$ cat src/rtl/coin_dispenser.sv
// Greedy coin payout controller for a 1-yuan / 5-jiao hopper pair with refillable inventories.
// Optional macro DISP_TIMEOUT_EN adds a hopper-ack timeout that aborts the payout with err.
module coin_dispenser #(
    parameter int unsigned INV_W   = 6,
    parameter int unsigned INIT_10 = 20,
    parameter int unsigned INIT_05 = 20,
    parameter int unsigned ACK_TMO = 15
) (
    input  logic             clk,
    input  logic             rstn,
    input  logic             req,
    input  logic [3:0]       amount,
    input  logic             refill,
    input  logic [INV_W-1:0] refill_10,
    input  logic [INV_W-1:0] refill_05,
    input  logic             hop_ack,
    output logic             disp_10,
    output logic             disp_05,
    output logic             busy,
    output logic             done,
    output logic             err,
    output logic [INV_W-1:0] inv10,
    output logic [INV_W-1:0] inv05
);

    localparam int unsigned CMP_W = INV_W + 4;

    typedef enum logic [2:0] {
        IDLE   = 3'd0,
        CHECK  = 3'd1,
        FIRE10 = 3'd2,
        WAIT10 = 3'd3,
        FIRE05 = 3'd4,
        WAIT05 = 3'd5,
        FIN    = 3'd6,
        FAIL   = 3'd7
    } state_t;

    state_t           state_q;
    state_t           state_d;
    logic [3:0]       amt_q;
    logic [2:0]       rem10_q;
    logic [3:0]       rem05_q;
    logic [CMP_W-1:0] half_w_c;
    logic [CMP_W-1:0] inv10_w_c;
    logic [CMP_W-1:0] n10_w_c;
    logic [2:0]       n10_c;
    logic [3:0]       n05_c;
    logic             short05_c;
    logic [INV_W:0]   sum10_c;
    logic [INV_W:0]   sum05_c;
    logic             tmo_hit_c;

    // Greedy split: as many 1-yuan coins as inventory allows, remainder in 5-jiao coins.
    assign half_w_c  = CMP_W'(amt_q[3:1]);
    assign inv10_w_c = CMP_W'(inv10);
    assign n10_w_c   = (half_w_c <= inv10_w_c) ? half_w_c : inv10_w_c;
    assign n10_c     = 3'(n10_w_c);
    assign n05_c     = amt_q - {n10_c, 1'b0};
    assign short05_c = CMP_W'(n05_c) > CMP_W'(inv05);

    assign sum10_c = (INV_W+1)'(inv10) + (INV_W+1)'(refill_10);
    assign sum05_c = (INV_W+1)'(inv05) + (INV_W+1)'(refill_05);

`ifdef DISP_TIMEOUT_EN
    localparam int unsigned TMO_W = $clog2(ACK_TMO + 1);

    // Counts cycles since the eject command; reloaded on every FIRE.
    logic [TMO_W-1:0] tmo_q;

    always_ff @(posedge clk or negedge rstn) begin
        if (!rstn) begin
            tmo_q <= '0;
        end else if (state_q == FIRE10 || state_q == FIRE05) begin
            tmo_q <= TMO_W'(1);
        end else if (state_q == WAIT10 || state_q == WAIT05) begin
            tmo_q <= tmo_q + TMO_W'(1);
        end else begin
            tmo_q <= '0;
        end
    end

    assign tmo_hit_c = (tmo_q >= TMO_W'(ACK_TMO - 1));
`else
    assign tmo_hit_c = 1'b0;
`endif

    // Next-state logic.
    always_comb begin
        state_d = state_q;
        case (state_q)
            IDLE: begin
                if (req) state_d = CHECK;
            end
            CHECK: begin
                if (amt_q == 4'd0)      state_d = FIN;
                else if (short05_c)     state_d = FAIL;
                else if (n10_c != 3'd0) state_d = FIRE10;
                else                    state_d = FIRE05;
            end
            FIRE10: state_d = WAIT10;
            WAIT10: begin
                if (hop_ack) begin
                    if (rem10_q != 3'd1)      state_d = FIRE10;
                    else if (rem05_q != 4'd0) state_d = FIRE05;
                    else                      state_d = FIN;
                end else if (tmo_hit_c) begin
                    state_d = FAIL;
                end
            end
            FIRE05: state_d = WAIT05;
            WAIT05: begin
                if (hop_ack) begin
                    if (rem05_q != 4'd1) state_d = FIRE05;
                    else                 state_d = FIN;
                end else if (tmo_hit_c) begin
                    state_d = FAIL;
                end
            end
            FIN:     state_d = IDLE;
            FAIL:    state_d = IDLE;
            default: state_d = IDLE;
        endcase
    end

    // State, registered outputs and datapath.
    always_ff @(posedge clk or negedge rstn) begin
        if (!rstn) begin
            state_q <= IDLE;
            disp_10 <= 1'b0;
            disp_05 <= 1'b0;
            busy    <= 1'b0;
            done    <= 1'b0;
            err     <= 1'b0;
            inv10   <= INV_W'(INIT_10);
            inv05   <= INV_W'(INIT_05);
            amt_q   <= '0;
            rem10_q <= '0;
            rem05_q <= '0;
        end else begin
            state_q <= state_d;
            disp_10 <= (state_d == FIRE10);
            disp_05 <= (state_d == FIRE05);
            busy    <= (state_d != IDLE);
            done    <= (state_d == FIN);
            err     <= (state_d == FAIL);
            case (state_q)
                IDLE: begin
                    if (req) begin
                        amt_q <= amount;
                    end else if (refill) begin
                        inv10 <= sum10_c[INV_W] ? '1 : sum10_c[INV_W-1:0];
                        inv05 <= sum05_c[INV_W] ? '1 : sum05_c[INV_W-1:0];
                    end
                end
                CHECK: begin
                    rem10_q <= n10_c;
                    rem05_q <= n05_c;
                end
                WAIT10: begin
                    if (hop_ack) begin
                        inv10   <= inv10 - INV_W'(1);
                        rem10_q <= rem10_q - 3'd1;
                    end
                end
                WAIT05: begin
                    if (hop_ack) begin
                        inv05   <= inv05 - INV_W'(1);
                        rem05_q <= rem05_q - 4'd1;
                    end
                end
                default: ;
            endcase
        end
    end

endmodule
$ cat config.mk
export PLATFORM = sky130hd
export DESIGN_NAME = coin_dispenser
export DESIGN_NICKNAME = d
export VERILOG_FILES = /design/src/rtl/coin_dispenser.sv
export SDC_FILE = /design/constraint.sdc
export NUM_CORES = 1
export LEC_CHECK = 0
export CAP_MARGIN = 5
export CORE_AREA = 2 2 75 77
export DETAILED_ROUTE_END_ITERATION = 10
export DIE_AREA = 0 0 77 79
export GPL_TIMING_DRIVEN = 1
export PLACE_DENSITY = 0.87
export SLEW_MARGIN = 40
export SYNTH_ARGS = -nofsm -noshare
export SYNTH_HDL_FRONTEND = slang
export SYNTH_SLANG_ARGS = --single-unit
$ cat constraint.sdc
create_clock -name clk -period 3.85 [get_ports clk]
set_input_delay 0.77 -clock clk [delete_from_list [all_inputs] [get_ports clk]]
set_output_delay 0.77 -clock clk [all_outputs]
set_load 0.01 [all_outputs]
==> impl.org <==
** Clock tree
- CTS placed an instance of sky130_fd_sc_hd__clkbuf_8 at the clock tree root.
- Number of clock sinks seen by CTS :: 31
- The H-tree generated during clock tree synthesis spans 2 levels.
- The clock reaches the later pin of the worst-skew pair after 0.30 ns.
- TritonCTS created 5 clock buffers.
- Worst-path clk slew :: 0.07 ns
- CTS tree :: yes
- The clock passes through at most 2 buffers.

** Hold path
- The worst hold path passes through 2 cells.
- In this run the most critical hold path is launched from rem10_q[0].
- Path type of the worst min-delay path :: flop to flop
- The worst hold path terminates at rem10_q[0].

** Detailed routing
- DRC violations left :: 0
- Summed over all layers, the routed wires come to 6.07 mm.
- Post-DR wirelength/cell :: 14.8 um
- Initial detailed-routing violation count :: 183
- The detail route stage leaves a number of antenna-violating nets equal to 0.
- First-pass iteration count of the detailed router :: 4
- After detailed routing, the number of vias per cell comes to 5.73.
- The routed layout has 2,356 vias.

** Flow run
- Number of max-capacitance violations reported :: 0

** Setup path
- STA puts the critical path data arrival time at 4.04 ns.
- R2R setup slack :: -0.01 ns
- STA classifies the critical path startpoint as a flop.
- In this run the critical register-to-register path is captured at busy.
- In this run the critical register-to-register path is launched from inv10[2].
- Worst Setup Path Type :: flop to flop
- Number of cells traversed by the worst register-to-register path :: 15
- In this run the worst path has a maximum fanout of 6.
- Worst endpoint required time :: 4.02 ns
- Endpoint kind of the worst setup timing path :: flop

** Final layout
- The number of antenna diodes in the final layout is 0.
- Synthesis-to-finish area growth :: 26.9%
- Layout cells sized above 1 :: 15.6%
- Leaving out fill and tap cells, the most frequent cell in the layout is sky130_fd_sc_hd__clkdlybuf4s50_1.
- Counting the fill cells in the layout gives 486.
- Commonest cells after routing, fill and taps aside :: sky130_fd_sc_hd__clkdlybuf4s50_1, sky130_fd_sc_hd__inv_1, sky130_fd_sc_hd__dfrtp_1
- At the end of the flow, the number of nets in the layout was 388.

** Run status
- Run status :: finished, violations left
- The final reports fail on negative setup slack.

** Timing
- The max-slew violation total from the final report is 0.
- Final count of hold timing violations :: 0
- In the finished design, the share of the clock period the worst path needs comes to 100%.
- Setup violations remaining at the end of the flow were counted as 1.
- Slew HR :: 50.9%
- Hold_ws :: 0.595 ns
- Derived from the worst setup path, the maximum achievable clock frequency is 259 MHz.
- Subtracting the final worst setup slack from the clock period gives 3.86 ns.
- Slew of the pin with the lowest slew margin :: 0.734 ns
- Setup repair after global routing could not meet its margin everywhere.
- Clock skew on the completed layout was measured at 0.00311 ns.
- Across all setup checks in the final design, the least slack found is -0.0144 ns.
- Final-layout setup total negative slack :: -0.0144 ns

** Global routing
- The first global-routing pass estimated 9.83 mm of wire.
- Global routing used 20.3% of the available tracks across all layers.
- For this run the aggregate overflow at the end of global routing stands at 0.
- The number of antenna violations at the first check in global routing came to 0.
- Number of global-route vias before repair :: 2,203
- Largest net degree at the start of global routing :: 32

** Place
- The count of buffers added on input and output ports is 37.
- At the placement stage, the worst setup path has a slack of 0.0154 ns.
- Summed over all nets, the half-perimeter wirelength after detailed placement is 4.55 mm.
- Gp weighted congestion :: 0.903

** Floorplan
- Die boundary height :: 79 um
- # rows :: 27
- Initial Util :: 47.1%
- Measured along the x axis, the die boundary spans 77 um.
- The die covers 6080 um2.
- IO Pins :: 38
- The region available for standard cell placement spans 5340 um2.

** Logic synthesis
- Async set-or-reset flop fraction in the synthesized netlist :: 100%
- Area fraction in and, or, nand and nor cells after synthesis :: 20.7%
- In this run, synthesis inferred 0 flip-flops with an integrated enable.
- The top cell type by area accounts for 26.9% of the synthesized area.
- Multiplexer fraction of the synthesized cell area :: 2.14%
- Synthesized instance count :: 289
- Dividing the synthesized area by the synthesized cell count gives 8.70 um2.
- Combinational family with the most area after synthesis :: compound AO/OA/AOI/OAI gates
- Total nets after synthesis :: 339
- Post-synthesis cell type with the largest combined area :: sky130_fd_sc_hd__dfrtp_1
- The share of the Yosys chip area taken by registers is 31.0%.
- Flip-flop and latch count after synthesis :: 31
- Synth Cell Area :: 2510 um2
- Distinct cells, synth :: 58
- Synthesized-area fraction occupied by adder cells :: 15.0%
- Compound-Gate Fraction of Synth Area :: 22.4%
- Cell types with the largest area share after synthesis :: sky130_fd_sc_hd__dfrtp_1, sky130_fd_sc_hd__ha_1, sky130_fd_sc_hd__o21ai_0
- Xor/xnor cell area share of the yosys netlist :: 2.09%
- For this run, the number of Yosys warnings is 0.
- For this run, the leading register cell type out of synthesis is sky130_fd_sc_hd__dfrtp_1.

** Power
- Net Sw Frac :: 45.6%
- Registers are responsible for 27.2% of the overall power.
- Total power divided by cell area :: 744 nW/um2
- Internal power comes to 0.00129 W.
- The analysis attributes to net switching a power of 0.00108 W.
- After layout, the design draws a total of 0.00237 W.
- IR analysis of the VDD net gives a maximum drop of 426 uV.
- Leakage power of the design :: 1.37 nW
- Combinational share of power :: 62.0%
- Clk pwr share :: 10.7%
worst max-delay path by stage:
stage / from / cells past startpoint / to / slack [ns]
6_report: inv10[2] / 15 / busy / -0.01
5_1_grt: inv10[2] / 15 / busy / -0.21
4_1_cts: inv10[2] / 17 / busy / 0.02
3_5_place_dp: inv10[2] / 17 / busy / 0.02
3_3_place_gp: inv10[2] / 17 / busy / 0.12
2_1_floorplan: inv10[2] / 19 / busy / -0.03
sequential cells by signal, indices dropped and copies added, names as in the netlist, 3 cells and up:
| signal | flops |
|---|---|
| amt_q | 4 |
| inv10 | 6 |
| inv05 | 6 |
| state_q | 3 |
| rem05_q | 4 |
| rem10_q | 3 |
per-stage QoR:
step | cell area [um2] | cells | util [%]
floorplan | 2570 | 289 | -
finish | 3190 | 411 | 59.8
CTS | 3110 | 404 | 58.3
detailed placement | 3030 | 396 | 56.7
global placement | 3030 | 396 | 56.7
global route | 3190 | 411 | 59.8
worst max-delay path, cell delays in order, from the launching register on:
cell and delay, ns:
sky130_fd_sc_hd__dfstp_2 0.56, sky130_fd_sc_hd__inv_4 0.04, sky130_fd_sc_hd__ha_4 0.27, sky130_fd_sc_hd__nand3b_1 0.09
sky130_fd_sc_hd__a211oi_2 0.29, sky130_fd_sc_hd__buf_6 0.17, sky130_fd_sc_hd__o21ai_0 0.16, sky130_fd_sc_hd__ha_4 0.22
sky130_fd_sc_hd__o211a_1 0.21, sky130_fd_sc_hd__or3_4 0.38, sky130_fd_sc_hd__ha_4 0.28, sky130_fd_sc_hd__and4_1 0.18
sky130_fd_sc_hd__a2111o_1 0.21, sky130_fd_sc_hd__a2bb2oi_2 0.18, sky130_fd_sc_hd__nand2b_1 0.09, sky130_fd_sc_hd__or4_1 0.39
logic make-up (layout without fill, tap and decap cells):
group                      count (synthesis)  count (layout)
and+or+nand+nor                           93              93
xor gates and xnor gates                   6               6
DFF                                       31              31
muxes                                      5               5
buffers and inverters                     39              89
adders and majority gates                 29              29
AOI/OAI and AO/OA                         86              86
cells in the mapped netlist (4+ instances only):
cell	number
sky130_fd_sc_hd__o211ai_1	4
sky130_fd_sc_hd__xor2_1	5
sky130_fd_sc_hd__ha_1	27
sky130_fd_sc_hd__dfrtp_1	27
sky130_fd_sc_hd__nor3_1	6
sky130_fd_sc_hd__o21ai_0	23
sky130_fd_sc_hd__clkbuf_1	5
sky130_fd_sc_hd__nand4_1	8
sky130_fd_sc_hd__nor2b_1	7
sky130_fd_sc_hd__nand3_1	5
sky130_fd_sc_hd__nor2_1	16
sky130_fd_sc_hd__a21oi_1	22
sky130_fd_sc_hd__inv_1	29
sky130_fd_sc_hd__dfstp_2	4
sky130_fd_sc_hd__a31oi_1	11
sky130_fd_sc_hd__nand2b_1	5
sky130_fd_sc_hd__nand2_1	22
layer usage:
layer / routed length (um) / share of wire, % / track usage (%)
met1: 2790 / 46 / 25.4
met2: 2850 / 47 / 33.9
met3: 224 / 3.7 / 3.30
met4: 206 / 3.4 / 10.5
met5: 0 / 0 / 0
what timing repair did:
item / CTS / global route
buffers inserted: 0 / 7
gates resized for setup: 0 / 5
hold buffers: 0 / 0
setup endpoints to repair: 0 / 4
power by group through the flow:
stage | combinational [W] | sequential (W) | clock, W
after floorplan | 0.000982 | 0.000624 | 0
after global placement | 0.00134 | 0.000639 | 0
after detailed placement | 0.00140 | 0.000641 | 0
after CTS | 0.00141 | 0.000638 | 0.000263
after global routing | 0.00164 | 0.000668 | 0.000270
final | 0.00147 | 0.000646 | 0.000255
area by class of cell:
cell class / count / area (um2) / area share (%)
multi-input combinational: 219 / 1640 / 51.3
inverter: 29 / 111 / 3.49
clock inverter: 2 / 12.5 / 0.392
tap: 72 / 90.1 / 2.82
timing repair buffer: 52 / 487 / 15.3
clock buffer: 6 / 72.6 / 2.27
sequential: 31 / 781 / 24.5
Note: power is estimated with default switching activity, not from simulation.
